--- config.mk ---
export PLATFORM = sky130hd
export DESIGN_NAME = irq_ack_decoder
export DESIGN_NICKNAME = d
export VERILOG_FILES = /design/src/rtl/irq_ack_decoder.sv
export SDC_FILE = /design/constraint.sdc
export NUM_CORES = 1
export LEC_CHECK = 0
export ABC_CLOCK_PERIOD_IN_PS = 1700
export BUFFER_PORTS_ARGS = -buffer_cell sky130_fd_sc_hd__buf_2
export CAP_MARGIN = 30
export CORE_MARGIN = 2
export CORE_UTILIZATION = 47
export CTS_CLUSTER_SIZE = 8
export DETAILED_ROUTE_END_ITERATION = 10
export PLACE_DENSITY = 0.79
export SYNTH_ARGS = -nofsm -noshare
export SYNTH_HDL_FRONTEND = slang
export SYNTH_SLANG_ARGS = --single-unit
--- constraint.sdc ---
create_clock -name CK -period 1.7 [get_ports CK]
set_clock_uncertainty 0.2 [all_clocks]
set_input_delay 0 -clock CK [delete_from_list [all_inputs] [get_ports CK]]
set_output_delay 0 -clock CK [all_outputs]
set_load 0.05 [all_outputs]
--- src/rtl/irq_ack_decoder.sv ---
// irq_ack_decoder
//   Takes a group-level request (pa/pb/pc plus an encoded channel) and turns
//   it into a CPU interrupt with vector group*9+chan. When the CPU accepts
//   the interrupt, the block returns a one-cycle one-hot clear pulse to the
//   source that raised it. After the pulse, it waits in HOLD until the source
//   withdraws its request.
//
//   Optional feature: define IRQ_ACK_TIMEOUT_EN to add the ISSUE watchdog.
//   The watchdog is an 8-bit cycle counter and a sticky tmo output. Without
//   the macro, ISSUE waits for cpu_ack indefinitely and the tmo port does not
//   exist.
module irq_ack_decoder #(
  parameter int unsigned TIMEOUT = 255
) (
  input  logic       CK,
  input  logic       RST,
  input  logic       pa,
  input  logic       pb,
  input  logic       pc,
  input  logic [3:0] chan,
  input  logic       req_valid,
  input  logic       cpu_ack,
  output logic       irq,
  output logic [4:0] vec,
  output logic [8:0] ack_a,
  output logic [8:0] ack_b,
  output logic [8:0] ack_c,
  output logic       busy,
  output logic       err
`ifdef IRQ_ACK_TIMEOUT_EN
  ,
  output logic       tmo
`endif
);

  // Group codes double as the multiplier in the vector arithmetic.
  localparam logic [1:0] GRP_A = 2'd0;
  localparam logic [1:0] GRP_B = 2'd1;
  localparam logic [1:0] GRP_C = 2'd2;

  // A TIMEOUT outside 1..255 cannot be represented by the 8-bit watchdog.
  // Such a build never accepts a request, so it fails visibly instead of
  // issuing interrupts with a broken timeout.
  localparam bit TIMEOUT_OK = (TIMEOUT >= 1) && (TIMEOUT <= 255);

  typedef enum logic [1:0] {
    S_IDLE  = 2'd0,
    S_ISSUE = 2'd1,
    S_ACK   = 2'd2,
    S_HOLD  = 2'd3
  } state_e;

  state_e     state_q;
  logic [1:0] grp_q;
  logic [3:0] chan_q;
  logic       irq_q;
  logic [4:0] vec_q;
  logic [8:0] ack_a_q;
  logic [8:0] ack_b_q;
  logic [8:0] ack_c_q;
  logic       busy_q;
  logic       err_q;
`ifdef IRQ_ACK_TIMEOUT_EN
  logic [7:0] cnt_q;
  logic       tmo_q;
`endif

  logic [1:0] grp_d;
  logic       capture_d;
  logic       chan_legal_d;
  logic [4:0] vec_d;
  logic [8:0] ack_onehot_d;
  logic       hold_flag_d;

  // Request qualification, priority pick, vector arithmetic and ack decode.
  always_comb begin
    grp_d        = GRP_C;
    capture_d    = 1'b0;
    chan_legal_d = 1'b0;
    vec_d        = 5'd0;
    ack_onehot_d = 9'd0;
    hold_flag_d  = 1'b0;

    if (pa) begin
      grp_d = GRP_A;
    end else if (pb) begin
      grp_d = GRP_B;
    end

    capture_d    = req_valid && (pa || pb || pc) && TIMEOUT_OK;
    chan_legal_d = (chan <= 4'd8);
    vec_d        = ({3'b000, grp_d} * 5'd9) + {1'b0, chan};

    // chan_q only ever holds a legal code (0..8), so the shift stays in range.
    ack_onehot_d = 9'd1 << chan_q;

    case (grp_q)
      GRP_A:   hold_flag_d = pa;
      GRP_B:   hold_flag_d = pb;
      default: hold_flag_d = pc;
    endcase
  end

  // Control FSM; every output is registered alongside the state transition.
  always_ff @(posedge CK or posedge RST) begin
    if (RST) begin
      state_q <= S_IDLE;
      grp_q   <= GRP_A;
      chan_q  <= 4'd0;
      irq_q   <= 1'b0;
      vec_q   <= 5'd0;
      ack_a_q <= 9'd0;
      ack_b_q <= 9'd0;
      ack_c_q <= 9'd0;
      busy_q  <= 1'b0;
      err_q   <= 1'b0;
`ifdef IRQ_ACK_TIMEOUT_EN
      cnt_q   <= 8'd0;
      tmo_q   <= 1'b0;
`endif
    end else begin
      // The ack outputs are single-cycle pulses by default.
      ack_a_q <= 9'd0;
      ack_b_q <= 9'd0;
      ack_c_q <= 9'd0;

      case (state_q)
        S_IDLE: begin
          if (capture_d) begin
            if (chan_legal_d) begin
              // vec is loaded only on a legal capture, so it never leaves
              // the 0..26 range.
              grp_q   <= grp_d;
              chan_q  <= chan;
              vec_q   <= vec_d;
              irq_q   <= 1'b1;
              busy_q  <= 1'b1;
              state_q <= S_ISSUE;
`ifdef IRQ_ACK_TIMEOUT_EN
              cnt_q   <= 8'd0;
`endif
            end else begin
              err_q   <= 1'b1;
            end
          end
        end

        S_ISSUE: begin
          if (cpu_ack) begin
            // cpu_ack takes precedence over a timeout in the same cycle.
            irq_q   <= 1'b0;
            state_q <= S_ACK;
            case (grp_q)
              GRP_A:   ack_a_q <= ack_onehot_d;
              GRP_B:   ack_b_q <= ack_onehot_d;
              default: ack_c_q <= ack_onehot_d;
            endcase
`ifdef IRQ_ACK_TIMEOUT_EN
          end else if (({1'b0, cnt_q} + 9'd1) == 9'(TIMEOUT)) begin
            irq_q   <= 1'b0;
            busy_q  <= 1'b0;
            tmo_q   <= 1'b1;
            state_q <= S_IDLE;
          end else begin
            cnt_q   <= cnt_q + 8'd1;
`endif
          end
        end

        S_ACK: begin
          state_q <= S_HOLD;
        end

        S_HOLD: begin
          // The return to IDLE takes one edge, so a new capture always needs
          // at least one IDLE cycle first.
          if (!req_valid || !hold_flag_d) begin
            busy_q  <= 1'b0;
            state_q <= S_IDLE;
          end
        end

        default: begin
          irq_q   <= 1'b0;
          busy_q  <= 1'b0;
          state_q <= S_IDLE;
        end
      endcase
    end
  end

  assign irq   = irq_q;
  assign vec   = vec_q;
  assign ack_a = ack_a_q;
  assign ack_b = ack_b_q;
  assign ack_c = ack_c_q;
  assign busy  = busy_q;
  assign err   = err_q;
`ifdef IRQ_ACK_TIMEOUT_EN
  assign tmo   = tmo_q;
`endif

endmodule

==> results of run 1 <==
-- power by group --
group / leakage (nW) / internal (W) / switching [W]
Clock: 0.0654 / 0.000587 / 0.000340
Combinational: 0.625 / 0.000620 / 0.000845
Sequential: 0.567 / 0.00122 / 0.000161
Total: 1.26 / 0.00243 / 0.00135
-- timing repair --
action                     in CTS  in global routing
setup buffers                   0                  3
hold buffers                   10                  0
hold endpoints to repair       55                  0
pin swaps                       1                  3
cloned                          0                  0
gates resized for setup         0                  2
setup endpoints to repair       2                 14
-- worst min-delay path: cells and delay by family --
kind	cells	cell delay (ns)
buffers and inverters	2	0.27
AOI/OAI and AO/OA	2	0.21
-- through the flow --
stage	utilization, %	TNS [ns]	hold slack, ns
floorplan	-	0	-0.0521
global placement	60.0	-0.0477	-0.0460
detailed placement	60.0	-0.0816	-0.0339
CTS	66.3	0	0.0137
global route	67.2	-0.138	0.0211
finish	67.2	0	0.0250
-- layout by cell type (no fill, tap or decap), drive strengths merged, types with 2 or more instances in the layout --
cell / Yosys / final
xnor2: 3 / 3
o31ai: 2 / 2
nor2b: 4 / 4
buf: 1 / 60
nand2b: 2 / 2
nor2: 36 / 36
bufinv: 0 / 2
nand2: 9 / 9
inv: 4 / 4
a21oi: 3 / 3
nand3: 4 / 4
dlygate4sd3: 0 / 10
clkbuf: 1 / 6
mux2: 11 / 11
dfrtp: 43 / 43
ha: 9 / 9
-- kinds of logic (layout without fill, tap and decap cells) --
| logic type | Yosys count | in the layout | synth area share, % |
|---|---|---|---|
| simple gates | 59 | 59 | 14.7 |
| flops | 43 | 43 | 59.3 |
| compound gates | 13 | 13 | 7.37 |
| mux | 11 | 11 | 8.27 |
| fa+ha+maj | 10 | 10 | 7.31 |
| buf+inv | 6 | 82 | 1.65 |
| xor+xnor | 3 | 3 | 1.45 |
-- area by class of cell --
type                            count  area [µm²]  share of cell area [%]
Timing Repair Buffer               70         463                    18.7
Clock buffer                        6        72.6                    2.93
Clock inverter                      2        60.1                    2.42
Inverter                            4        15.0                   0.606
Sequential cell                    43        1080                    43.4
Tap cell                           48        60.1                    2.42
Multi-Input combinational cell     96         731                    29.5
-- routing by layer --
| metal | global-route usage [%] | wire, µm |
|---|---|---|
| met1 | 22.0 | 1560 |
| met2 | 32.0 | 1680 |
| met3 | 5.28 | 218 |
| met4 | 6.12 | 53 |
| met5 | 0 | 0 |
-- sequential cells by signal, indices dropped and copies added, names as in the netlist --
name,count
vec,5
chan_q,4
err,1
irq,1
ack_c,9
ack_b,9
busy,1
ack_a,9
grp_q,2
state_q,2
-- how the worst min path moves through the flow --
| stage | start | slack, ns | cells after the start | to |
|---|---|---|---|---|
| 2_1_floorplan | chan[3] | -0.05 | 1 | chan_q[3]$_DFFE_PP0P_ |
| 3_3_place_gp | RST | -0.05 | 3 | ack_b[8]$_DFF_PP0_ |
| 3_5_place_dp | RST | -0.03 | 3 | ack_c[5]$_DFF_PP0_ |
| 4_1_cts | pc | 0.01 | 4 | err$_DFFE_PP0P_ |
| 5_1_grt | pc | 0.02 | 4 | err$_DFFE_PP0P_ |
| 6_report | pc | 0.03 | 4 | err$_DFFE_PP0P_ |
==> run summary, run 1 <==
## Floorplanning
• 46 — Ports
• 49.2% — effective utilization at floorplan
• 66.2 µm — die span in y
• 4380 µm² — full die area
• 22 — placement row count
• 3690 µm² — placeable core region
• 66.2 µm — Chip Width

## STA
• 0 — pins over their slew limit
• 1.69 ns — clock period minus final worst setup slack
• 99.4% — part of the cycle the worst path needs
• 0 — Hold Fails Final Rpt
• 0.525 ns — slew at the pin with the worst max-slew slack
• 0.0104 ns — crit path setup slack, layout
• true — RSZ-0062 raised after global routing
• 0 — # setup viols final
• 65.0% — Slew headroom
• 0.592 GHz — maximum clock frequency

## Placed design
• 0.740 — Placer Congestion
• 2210 µm² — cell area after placement
• 45 — input/output buffers
• 248 — cell count after placement
• -0.0787 ns — pre-CTS WS
• 2530 µm — dpl hpwl

## Pwr
• 0.000975 V — Max rail drop VDD
• 1520 nW/µm² — power density relative to cell area
• 1.26 nW — static leakage
• 0.00377 W — overall power

## Final layout
• 36.5% — Synth-to-Final Area Change
• 2480 µm² — Design Area, Final
• 269 — final cell count without fillers
• 0 — total inserted antenna cells
• 39.4% — layout cell share with drive strength beyond 1
• 312 — Filler Cell Count
• 241 — final layout net count

## Route
• 4 — total iterations of the first detailed-routing run
• 84 — DRC marker count from the first detailed-route iteration
• 13.1 µm — mean routed wirelength per cell
• 4.73 — average via count per standard cell
• 0 — detailed-route DRC error count
• 1,272 — total number of vias
• 3510 µm — Routed Wire Length
• 0 — Final ANT Viol Nets

## Logic synthesis
• 12.5 µm² — Avg Synthesized Cell Area
• 100% — FFs w/ async S/R, synth
• dfrtp_1, nor2_1, ha_1, nand2_1, mux2_4 — most common library cells after synthesis
• 145 — Post-Syn Instances
• 30 — number of library cell types mapped by synthesis
• dfrtp_1, nor2_1, ha_1 — top cells by area, synth
• 0 — Syn. warnings
• 0 — Post-synth EDFFs
• dfrtp_1 — cell type with the highest aggregate area in the netlist
• dfrtp_1 — top-count cell post-synth
• 1820 µm² — Cell Area, Synth
• 43 — number of synthesized register bits
• dfrtp_1 — Top FF cell, synth
• 166 — Post-Synthesis Net Count
• 59.3% — area share of the largest cell type after synthesis
• 59.3% — fraction of the yosys area taken by sequential cells

## CTS
• 0.29 ns — Clk Latency, worst-skew pair
• 0.08 ns — clock transition time at the flip-flop clock pins of the worst setup and hold paths
• clkbuf_8 — Clock Root Buffer
• 43 — Clock Sink Count
• done — clock tree from TritonCTS
• 2 — clk buf depth
• 2 — deepest level of the CTS H-tree
• 5 — clock buffers created by TritonCTS

## GRT
• 44 — pin count of the biggest net entering global routing
• 5980 µm — global-route wire length before repair
• 0 — antenna violations before repair
• 18.5% — overall global routing resource usage
• 1,305 — vias in the first global route
• 0 — overflow left after global routing

## Worst setup path
• flop — Worst setup EP type
• 7 — crit-path max FO
• state_q[0]$_DFFE_PP0P_ — critical path launch point
• 0.01 ns — R2R setup slack
• 0.40 ns — Largest stage delay, worst path
• inv_2 -> ha_4 -> o311ai_4 -> nor2_4 -> buf_12 -> mux2_2 — series of cell instances along the critical path
• dfrtp_1 — Slowest-stage cell, CP
• flop — Worst setup SP type
• state_q[0]$_DFFE_PP0P_ — startpoint of the most critical register-to-register path
• grp_q[1]$_DFFE_PP0P_ — end of the worst register-to-register path
• grp_q[1]$_DFFE_PP0P_ — Worst Setup EP
• 1.67 ns — Critical Path AT
• 2 — Buffers & Inverters on Critical Path
• 6 — logic depth of the worst setup path including buffers
• flop to flop — Setup CP Type
• 1.68 ns — Worst Path Required
• 6 — R2R depth
• flip-flops — cell family with most CP delay

## Min path
• input pin to flop — class of the tightest hold or removal check

## Job
• 0 — max-cap viol count

## Run status
• complete, no violations — result of the run

Note: power is estimated with default switching activity, not from simulation.
==> run 2, diff against run 1 <==
--- a/config.mk
+++ b/config.mk
@@ -10,6 +10,7 @@
 export CAP_MARGIN = 30
 export CORE_MARGIN = 2
 export CORE_UTILIZATION = 47
+export CTS_BUF_LIST = sky130_fd_sc_hd__clkbuf_8 sky130_fd_sc_hd__clkbuf_16
 export CTS_CLUSTER_SIZE = 8
 export DETAILED_ROUTE_END_ITERATION = 10
 export PLACE_DENSITY = 0.79
==> run 2 against run 1 <==
Final cell count unchanged. Fmax about the same. Count of clock-buffer cells in the layout decreased by 1. Core utilization unchanged. Hold slack about the same. Critical path type unchanged. Via count increased by 0.63%. Setup slack about the same. First-iteration DRC count decreased by 1.2%. Global-route usage unchanged.
==> run summary, run 2 (synthesis gave the netlist of run 1 again) <==
## Final layout
• 0 — total inserted antenna cells
• buf_2 — leading cell type in the layout, fill and taps excluded
• buf_2, dfrtp_1, nor2_1, buf_4, dlygate4sd3_1 — highest-count cells in the layout ignoring fill and taps
• 241 — final layout net count
• 2480 µm² — Design Area, Final
• 36.5% — Synth-to-Final Area Change
• 312 — Filler Cell Count
• 39.4% — layout cell share with drive strength beyond 1
• 67.2% — utilization of the core after routing

## Worst setup path
• inv_2 -> ha_4 -> o311ai_4 -> nor2_4 -> buf_12 -> mux2_2 — series of cell instances along the critical path
• 7 — crit-path max FO
• dfrtp_1 — Slowest-stage cell, CP
• flip-flops — cell family with most CP delay
• 0.01 ns — R2R setup slack
• 6 — R2R depth
• flop — Worst setup EP type
• 1.68 ns — Worst Path Required
• 0.40 ns — Largest stage delay, worst path
• flop — Worst setup SP type
• 2 — Buffers & Inverters on Critical Path
• state_q[0]$_DFFE_PP0P_ — startpoint of the most critical register-to-register path
• 6 — logic depth of the worst setup path including buffers
• grp_q[1]$_DFFE_PP0P_ — end of the worst register-to-register path
• flop to flop — Setup CP Type
• 1.67 ns — Critical Path AT
• grp_q[1]$_DFFE_PP0P_ — Worst Setup EP
• state_q[0]$_DFFE_PP0P_ — critical path launch point

## Placed design
• 45 — input/output buffers
• 0.740 — Placer Congestion
• 2530 µm — dpl hpwl
• 2210 µm² — cell area after placement

## GRT
• 5980 µm — global-route wire length before repair
• 0 — overflow left after global routing
• 18.5% — overall global routing resource usage
• 1,305 — vias in the first global route
• 44 — pin count of the biggest net entering global routing
• 0 — antenna violations before repair

## STA
• 99.4% — part of the cycle the worst path needs
• 0 ns — setup tns final
• 0 — Hold Fails Final Rpt
• true — RSZ-0062 raised after global routing
• 0 — # setup viols final
• 65.0% — Slew headroom
• 0 — pins over their slew limit
• 0.592 GHz — maximum clock frequency
• 1.69 ns — clock period minus final worst setup slack
• 0.526 ns — slew at the pin with the worst max-slew slack

## Pwr
• 1520 nW/µm² — power density relative to cell area
• 0.00376 W — overall power
• 1.26 nW — static leakage
• 0.000974 V — Max rail drop VDD

## Floorplanning
• 22 — placement row count
• 49.2% — effective utilization at floorplan
• 3690 µm² — placeable core region
• 4380 µm² — full die area
• 66.2 µm — Chip Width
• 66.2 µm — die span in y
• 46 — Ports

## Route
• 13.0 µm — mean routed wirelength per cell
• 4 — total iterations of the first detailed-routing run
• 83 — DRC marker count from the first detailed-route iteration
• 0 — detailed-route DRC error count
• 3510 µm — Routed Wire Length
• 1,280 — total number of vias
• 4.76 — average via count per standard cell
• 0 — Final ANT Viol Nets

## Run status
• complete, no violations — result of the run

## Min path
• input pin to flop — class of the tightest hold or removal check

## CTS
• 0.29 ns — Clk Latency, worst-skew pair
• 0.08 ns — clock transition time at the flip-flop clock pins of the worst setup and hold paths
• 2 — deepest level of the CTS H-tree
• 2 — clk buf depth
• done — clock tree from TritonCTS
• 43 — Clock Sink Count
• clkbuf_8 — Clock Root Buffer
• 5 — clock buffers created by TritonCTS

## Job
• 0 — max-cap viol count

run 2: changes by cell type in the layout (fill, tap and decap cells not counted):
| cell | change |
|---|---|
| clkbuf_1 | -1 |
| inv_1 | +1 |
run 2: layout make-up:
type	instances	area, µm²	share of cell area, %
sequential	43	1080	43.4
clock buffer	5	68.8	2.78
clock inverter	3	63.8	2.58
tap	48	60.1	2.42
multi-input combinational	96	731	29.5
inverter	4	15.0	0.606
timing repair buffer	70	463	18.7
run 2: worst min-delay path by stage:
stage / cells past startpoint / slack [ns] / end / start
2_1_floorplan: 1 / -0.05 / chan_q[3]$_DFFE_PP0P_ / chan[3]
3_3_place_gp: 3 / -0.05 / ack_b[8]$_DFF_PP0_ / RST
3_5_place_dp: 3 / -0.03 / ack_c[5]$_DFF_PP0_ / RST
4_1_cts: 4 / 0.01 / err$_DFFE_PP0P_ / pc
5_1_grt: 4 / 0.02 / err$_DFFE_PP0P_ / pc
6_report: 4 / 0.03 / err$_DFFE_PP0P_ / pc
run 2: power breakdown:
part	switching, W	leakage [nW]	internal, W
sequential	0.000160	0.567	0.00122
combinational	0.000845	0.625	0.000620
clock	0.000338	0.0695	0.000581
total	0.00134	1.26	0.00242
run 2: stage by stage:
| stage | worst slack (ns) | std cells | hold slack [ns] |
|---|---|---|---|
| detailed placement | -0.0787 | 248 | -0.0339 |
| global route | -0.0298 | 269 | 0.0211 |
| global placement | -0.0477 | 248 | -0.0460 |
| finish | 0.0103 | 269 | 0.0252 |
| CTS | 0.00183 | 266 | 0.0137 |
| floorplan | 0.0150 | 145 | -0.0521 |
run 2: worst reg2reg max path, delay by kind of cell (launching register included):
family,cells,cell delay (ns)
adder cells (fa/ha/maj),1,0.15
AO/OA/AOI/OAI,1,0.10
flip-flops,1,0.40
AND/OR/NAND/NOR,1,0.19
buffers and inverters,2,0.23
multiplexers,1,0.32
run 2: per-layer routing:
metal	vias up	share of wire [%]	routed length [µm]	global-route usage (%)
met5	-	0	0	0
met4	0	1.5	53	6.12
met3	5	6.4	224	5.28
met2	43	48	1680	32.0
met1	596	44	1550	22.0
li1	636	-	-	-
run 2: what timing repair did:
item                                    CTS  global route
pin swaps                                 1             3
setup buffers                             0             3
hold buffers                             10             0
endpoints found under the setup margin    2            14
cloned                                    0             0
resized for setup                         0             2
endpoints found under the hold margin    55             0
